**config.mk**
```make
export PLATFORM = sky130hd
export DESIGN_NAME = pc_sequencer_flat
export DESIGN_NICKNAME = d
export VERILOG_FILES = /design/src/rtl/pc_sequencer_if.sv /design/src/rtl/pc_sequencer.sv /design/src/flat_wrapper.sv
export SDC_FILE = /design/constraint.sdc
export NUM_CORES = 1
export LEC_CHECK = 0
export BUFFER_PORTS_ARGS = -buffer_cell sky130_fd_sc_hd__buf_2
export CORE_MARGIN = 8
export CORE_UTILIZATION = 45
export CTS_CLUSTER_DIAMETER = 120
export DETAILED_ROUTE_END_ITERATION = 8
export HOLD_SLACK_MARGIN = 0.06
export PLACE_DENSITY_LB_ADDON = 0.15
export RECOVER_POWER = 50
export SLEW_MARGIN = 20
export SYNTH_ARGS = -nofsm -noshare
export SYNTH_HDL_FRONTEND = slang
export SYNTH_SLANG_ARGS = --single-unit
```
**constraint.sdc**
```tcl
create_clock -name clk -period 5.3 [get_ports clk]
set_clock_uncertainty 0.05 [all_clocks]
set_input_delay 0.795 -clock clk [delete_from_list [all_inputs] [get_ports clk]]
set_output_delay 0.795 -clock clk [all_outputs]
set_load 0.01 [all_outputs]
```
**src/rtl/pc_sequencer_if.sv**
```systemverilog
// ============================================================================
// Module   : pc_sequencer_if
// Brief    : Fetch handshake, decode and PC bus of the program-counter stage.
// Revision : 1.0
// ============================================================================
`default_nettype none

interface pc_sequencer_if #(
  parameter int PC_WIDTH = 32
);
  logic                imem_ack;
  logic                is_branch;
  logic                branch_taken;
  logic [15:0]         branch_offset;
  logic                is_jump;
  logic [25:0]         jump_index;
  logic                is_jr;
  logic [PC_WIDTH-1:0] jr_target;
  logic                stall;
  logic                imem_req;
  logic [PC_WIDTH-1:0] pc;
  logic [PC_WIDTH-1:0] pc_plus4;
  logic                instr_valid;
  logic                addr_err;

  // Sequencer side
  modport slave (
    input  imem_ack, is_branch, branch_taken, branch_offset,
           is_jump, jump_index, is_jr, jr_target, stall,
    output imem_req, pc, pc_plus4, instr_valid, addr_err
  );

  // Memory / decode / datapath side
  modport master (
    output imem_ack, is_branch, branch_taken, branch_offset,
           is_jump, jump_index, is_jr, jr_target, stall,
    input  imem_req, pc, pc_plus4, instr_valid, addr_err
  );
endinterface

`default_nettype wire

```
**src/rtl/pc_sequencer.sv**
```systemverilog
// ============================================================================
// Module   : pc_sequencer
// Brief    : PC register with BOOT/FETCH/EXEC handshake and jr/j/branch/seq
//            next-PC selection. Optional macro PC_ALIGN_CHECK_EN enables the
//            misaligned jr target check.
// Revision : 1.0
// ============================================================================
`default_nettype none

module pc_sequencer #(
  parameter int                  PC_WIDTH     = 32,
  parameter logic [PC_WIDTH-1:0] RESET_VECTOR = 32'h0000_3000
) (
  input  wire          clk,
  input  wire          rst,
  pc_sequencer_if.slave bus
);

  localparam logic [1:0] S_BOOT  = 2'd0;
  localparam logic [1:0] S_FETCH = 2'd1;
  localparam logic [1:0] S_EXEC  = 2'd2;

  logic [1:0]          r_state;
  logic [PC_WIDTH-1:0] r_pc;
  logic [PC_WIDTH-1:0] w_pc_plus4;
  logic [PC_WIDTH-1:0] w_branch_disp;
  logic [PC_WIDTH-1:0] w_next_pc;
  logic                w_commit;
  logic                w_hold_pc;

  assign w_pc_plus4    = r_pc + PC_WIDTH'(4);
  assign w_branch_disp = {{(PC_WIDTH-18){bus.branch_offset[15]}}, bus.branch_offset, 2'b00};
  assign w_commit      = (r_state == S_EXEC) && !bus.stall;

  always_comb begin
    w_next_pc = w_pc_plus4;
    if (bus.is_jr) begin
      w_next_pc = bus.jr_target;
    end else if (bus.is_jump) begin
      w_next_pc = {w_pc_plus4[PC_WIDTH-1:28], bus.jump_index, 2'b00};
    end else if (bus.is_branch && bus.branch_taken) begin
      w_next_pc = w_pc_plus4 + w_branch_disp;
    end
  end

`ifdef PC_ALIGN_CHECK_EN
  logic r_addr_err;

  // A misaligned jr keeps the PC so the same instruction is refetched.
  assign w_hold_pc = bus.is_jr && (bus.jr_target[1:0] != 2'b00);

  always_ff @(posedge clk) begin
    if (rst) begin
      r_addr_err <= 1'b0;
    end else begin
      r_addr_err <= w_commit && w_hold_pc;
    end
  end

  assign bus.addr_err = r_addr_err;
`else
  assign w_hold_pc    = 1'b0;
  assign bus.addr_err = 1'b0;
`endif

  always_ff @(posedge clk) begin
    if (rst) begin
      r_state <= S_BOOT;
      r_pc    <= RESET_VECTOR;
    end else begin
      case (r_state)
        S_BOOT: begin
          r_state <= S_FETCH;
        end
        S_FETCH: begin
          if (bus.imem_ack) begin
            r_state <= S_EXEC;
          end
        end
        S_EXEC: begin
          if (!bus.stall) begin
            r_state <= S_FETCH;
            if (!w_hold_pc) begin
              r_pc <= w_next_pc;
            end
          end
        end
        default: begin
          r_state <= S_BOOT;
        end
      endcase
    end
  end

  assign bus.imem_req    = (r_state == S_FETCH);
  assign bus.instr_valid = (r_state == S_EXEC);
  assign bus.pc          = r_pc;
  assign bus.pc_plus4    = w_pc_plus4;

endmodule

`default_nettype wire

```
**src/flat_wrapper.sv**
```systemverilog
// flat-port wrapper written by rule: the top's interface ports become plain ports
module pc_sequencer_flat 
#(
  parameter int                  PC_WIDTH     = 32,
  parameter logic [PC_WIDTH-1:0] RESET_VECTOR = 32'h0000_3000
)
  (clk, rst, bus_imem_ack, bus_is_branch, bus_branch_taken, bus_branch_offset, bus_is_jump, bus_jump_index, bus_is_jr, bus_jr_target, bus_stall, bus_imem_req, bus_pc, bus_pc_plus4, bus_instr_valid, bus_addr_err);
  pc_sequencer_if #(.PC_WIDTH(PC_WIDTH)) bus_i ();
  input  wire clk;
  input  wire rst;
  input wire logic [$bits(bus_i.imem_ack)-1:0] bus_imem_ack;
  input wire logic [$bits(bus_i.is_branch)-1:0] bus_is_branch;
  input wire logic [$bits(bus_i.branch_taken)-1:0] bus_branch_taken;
  input wire logic [$bits(bus_i.branch_offset)-1:0] bus_branch_offset;
  input wire logic [$bits(bus_i.is_jump)-1:0] bus_is_jump;
  input wire logic [$bits(bus_i.jump_index)-1:0] bus_jump_index;
  input wire logic [$bits(bus_i.is_jr)-1:0] bus_is_jr;
  input wire logic [$bits(bus_i.jr_target)-1:0] bus_jr_target;
  input wire logic [$bits(bus_i.stall)-1:0] bus_stall;
  output wire logic [$bits(bus_i.imem_req)-1:0] bus_imem_req;
  output wire logic [$bits(bus_i.pc)-1:0] bus_pc;
  output wire logic [$bits(bus_i.pc_plus4)-1:0] bus_pc_plus4;
  output wire logic [$bits(bus_i.instr_valid)-1:0] bus_instr_valid;
  output wire logic [$bits(bus_i.addr_err)-1:0] bus_addr_err;
  assign bus_i.imem_ack = bus_imem_ack;
  assign bus_i.is_branch = bus_is_branch;
  assign bus_i.branch_taken = bus_branch_taken;
  assign bus_i.branch_offset = bus_branch_offset;
  assign bus_i.is_jump = bus_is_jump;
  assign bus_i.jump_index = bus_jump_index;
  assign bus_i.is_jr = bus_is_jr;
  assign bus_i.jr_target = bus_jr_target;
  assign bus_i.stall = bus_stall;
  assign bus_imem_req = bus_i.imem_req;
  assign bus_pc = bus_i.pc;
  assign bus_pc_plus4 = bus_i.pc_plus4;
  assign bus_instr_valid = bus_i.instr_valid;
  assign bus_addr_err = bus_i.addr_err;
  pc_sequencer #(.PC_WIDTH(PC_WIDTH), .RESET_VECTOR(RESET_VECTOR)) u_core (.clk(clk), .rst(rst), .bus(bus_i));
endmodule
```
==> flow_metrics.tcl <==
set metrics [dict create \
    avgSynthCellArea_um2 7.079 \
    detailed_place_hpwl_um 12530 \
    post-route-min-period_ps 4637 \
    muxShareOfSynthArea 0.009718 \
    final_cell_area_mm2 0.004915 \
    leakage_nw 2.141 \
    coreArea_mm2 0.009065 \
    p_comb_frac 0.318 \
    pwr-share-seq 0.349 \
    max_stage_delay_ps 580 \
    crit_end "u_core.bus.pc[25]$_SDFFE_PP0P_" \
    yosys_warnings 0 \
    max_freq_mhz 215.6 \
    wl_um 16540 \
    layout_commonest_cell "buf_2" \
    worstReg2RegEnd "u_core.bus.pc[25]$_SDFFE_PP0P_" \
    slowest_stage "nor3_1" \
    cts_max_level 2 \
    die_x_um 111.7 \
    synthAdderAreaFrac 0.1142 \
    vias 4941 \
    drv_slew 44 \
    seq_area_frac_synth 0.1652 \
    cts_tree "yes" \
    synth.cell_area_mm2 0.004120 \
    dp_cells 807 \
    synth_edf_count 0 \
    grt_pass1_wl_um 26330 \
    crit_arrival_ps 4820 \
    synth_seq_cells 34 \
    final_hold_viol_count 0 \
    postSynthCellCount 582 \
    run_status "finished, violations left" \
    drc 0 \
    r2r_slack_ps 660 \
    post_drt_wl_per_cell_um 20.29 \
    rsz0062_at_grt "no" \
    cts_sinks 34 \
    timing.rr.start "u_core.bus.pc[2]$_SDFFE_PP0P_" \
    antenna_found_initial 0 \
    fin_setup_tns_ps 0 \
    first_pass_iters 5 \
    p_sw_mw 0.2818 \
    async_flop_share 0 \
    pin_count 149 \
    ctsHoldBuffers 0 \
    synth-simple-area-share 0.2429 \
    synth_compound_area_frac 0.3137 \
    gp_congestion 0.9501 \
    grt_use_total 0.2575 \
    whs_path_depth 2 \
    ff2ff_path_depth 15 \
    critical_path.cell_chain "ha_1 > nand3_1 > nor3_1 > nand4_1 > xnor2_1 > ha_1 > inv_1 > o311ai_1 > a211oi_2 > a211oi_1 > a21oi_1 > o21ai_1 > or3b_1 > a221o_1 > a21oi_1" \
    multi_input_area_mm2 0.003219 \
    drive_gt1_frac 0.1705 \
    hp-class "reg2reg" \
    syn2layout_area_growth_pct 19.28 \
    clockBufferDepth 2 \
    clk_latency_ps 300 \
    fin_cells 815 \
    maxCapViolCount 1 \
    min_period_over_period 0.8750 \
    p_int_mw 0.4989 \
    nNetsFinal 822 \
    n_antenna_cell 0 \
    grt_overflow 0 \
    worst_pin_slew_ps 2047 \
    switching_share 0.3609 \
    die_h_um 111.7 \
    vdd_drop_max_v 0.00009022 \
    crit_path_max_fanout 6 \
    path_clk_slew_ps 90 \
    start_util 0.4545 \
    cts_setup_buffers 0 \
    dieArea_mm2 0.01247 \
    startpoint_type "flop" \
    grt_pass1_vias 5114 \
    synthXorXnorAreaFrac 0.09991 \
    synth_nets 701 \
    synth_flop_cell "dfxtp_1" \
    mostFrequentLayoutCells "buf_2, a21oi_1, nand2_1" \
    portBuffers 147 \
    post_dp_cell_area_mm2 0.004857 \
    failed_checks "max-capacitance violations, max-slew violations" \
    worstPathRequired_ps 5480 \
    num_rows 35 \
    numCtsBuffers 5 \
    synthDistinctLibCells 63 \
    antenna_left 0 \
    finalSetupViolCount 0 \
    critPathLaunch "u_core.bus.pc[2]$_SDFFE_PP0P_" \
    pwr-share-clk 0.333 \
    powerDensity_mw_per_mm2 158.8 \
    drtIter0Drc 314 \
    cts.repair.resized 0 \
    synth_top_family_by_area "compound AO/OA/AOI/OAI gates" \
    end_kind "flop" \
    grt_max_degree 44 \
    cts-root-buf "clkbuf_8" \
    viasPerCell 6.063 \
    slew_headroom -0.3643 \
    crit_type "reg2reg" \
    whs_ps 470.1 \
    seq_area_um2 680.7 \
    fillerInstances 950 \
]
[worst max-delay path, delay by kind of cell, from the launching register on]
family | cells | cell delay (ps)
buffers and inverters | 1 | 80
AOI/OAI and AO/OA | 7 | 1870
xor gates and xnor gates | 1 | 190
and+or+nand+nor | 4 | 1310
adders and majority gates | 2 | 630
DFF | 1 | 420
[synth_stat cells (all sizes together) (2+ instances only)]
cell type | number | area share
a31oi | 7 | 0.011
dfxtp | 34 | 0.17
o221ai | 3 | 0.0064
nor2 | 57 | 0.052
a211oi | 18 | 0.035
o21ai | 41 | 0.050
and2 | 5 | 0.0076
nand2 | 59 | 0.054
inv | 13 | 0.012
ha | 36 | 0.11
and3 | 8 | 0.012
o22ai | 6 | 0.0091
clkbuf | 29 | 0.026
buf | 8 | 0.014
a221oi | 3 | 0.0064
nand3 | 25 | 0.030
o211ai | 13 | 0.024
o21a | 6 | 0.011
o21bai | 7 | 0.013
o41ai | 2 | 0.0043
nor3 | 9 | 0.011
nor4 | 5 | 0.0076
nand4 | 13 | 0.020
nor2b | 6 | 0.0091
xnor2 | 32 | 0.068
mux2i | 4 | 0.0097
and4 | 7 | 0.015
a21oi | 62 | 0.076
a311oi | 3 | 0.0064
a21o | 12 | 0.022
xor2 | 15 | 0.032
or3 | 6 | 0.0091
a2111oi | 2 | 0.0043
a221o | 3 | 0.0073
nand2b | 2 | 0.0030
[power by group through the flow]
stage	Clock [mW]	Combinational (mW)	Sequential (mW)
floorplan	0	0.158	0.278
global placement	0	0.245	0.278
detailed placement	0	0.246	0.278
CTS	0.262	0.247	0.272
global route	0.271	0.272	0.273
finish	0.260	0.248	0.272
[layer usage]
metal | GRT usage | share of wire
met5 | 0 | 0
met4 | 0.1003 | 0.030
met3 | 0.05032 | 0.076
met2 | 0.4511 | 0.49
met1 | 0.3016 | 0.41
[state kept, by name, indices dropped and copies added (netlist names)]
register / flops
u_core.r_state: 2
u_core.bus.pc: 32
[logic make-up (layout without fill, tap and decap cells)]
group | count (synthesis) | after routing
AOI/OAI and AO/OA | 200 | 200
xor gates and xnor gates | 47 | 47
adders and majority gates | 37 | 37
buffers and inverters | 51 | 173
DFF | 34 | 34
muxes | 4 | 4
other | 1 | 1
and+or+nand+nor | 208 | 208
[worst min-delay path by stage]
stage / start / endpoint / slack, ps
final: u_core.bus.pc[0]$_SDFFE_PP0P_ / u_core.bus.pc[0]$_SDFFE_PP0P_ / 470
after global routing: u_core.bus.pc[0]$_SDFFE_PP0P_ / u_core.bus.pc[0]$_SDFFE_PP0P_ / 500
after CTS: u_core.bus.pc[0]$_SDFFE_PP0P_ / u_core.bus.pc[0]$_SDFFE_PP0P_ / 470
after detailed placement: u_core.bus.pc[0]$_SDFFE_PP0P_ / u_core.bus.pc[0]$_SDFFE_PP0P_ / 450
after global placement: u_core.bus.pc[0]$_SDFFE_PP0P_ / u_core.bus.pc[0]$_SDFFE_PP0P_ / 440
after floorplan: u_core.bus.pc[0]$_SDFFE_PP0P_ / u_core.bus.pc[0]$_SDFFE_PP0P_ / 460
[per-stage QoR]
step                total power, mW    util  setup WS [ps]
finish                       0.7807  0.5422          662.6
global route                 0.8170  0.5422          219.5
CTS                          0.7818  0.5484          727.8
detailed placement           0.5236  0.5358          773.5
global placement             0.5224  0.5358          984.4
floorplan                    0.4357       -           1110
[cell type report]
class	count	area share
clock buffers	5	0.01400
clock inverters	3	0.009165
inverters	14	0.01069
multi-input cells	497	0.6550
flip-flops and latches	34	0.1385
well taps	111	0.02826
repair buffers	151	0.1443
No activity file was read; power rests on OpenSTA's default activity.
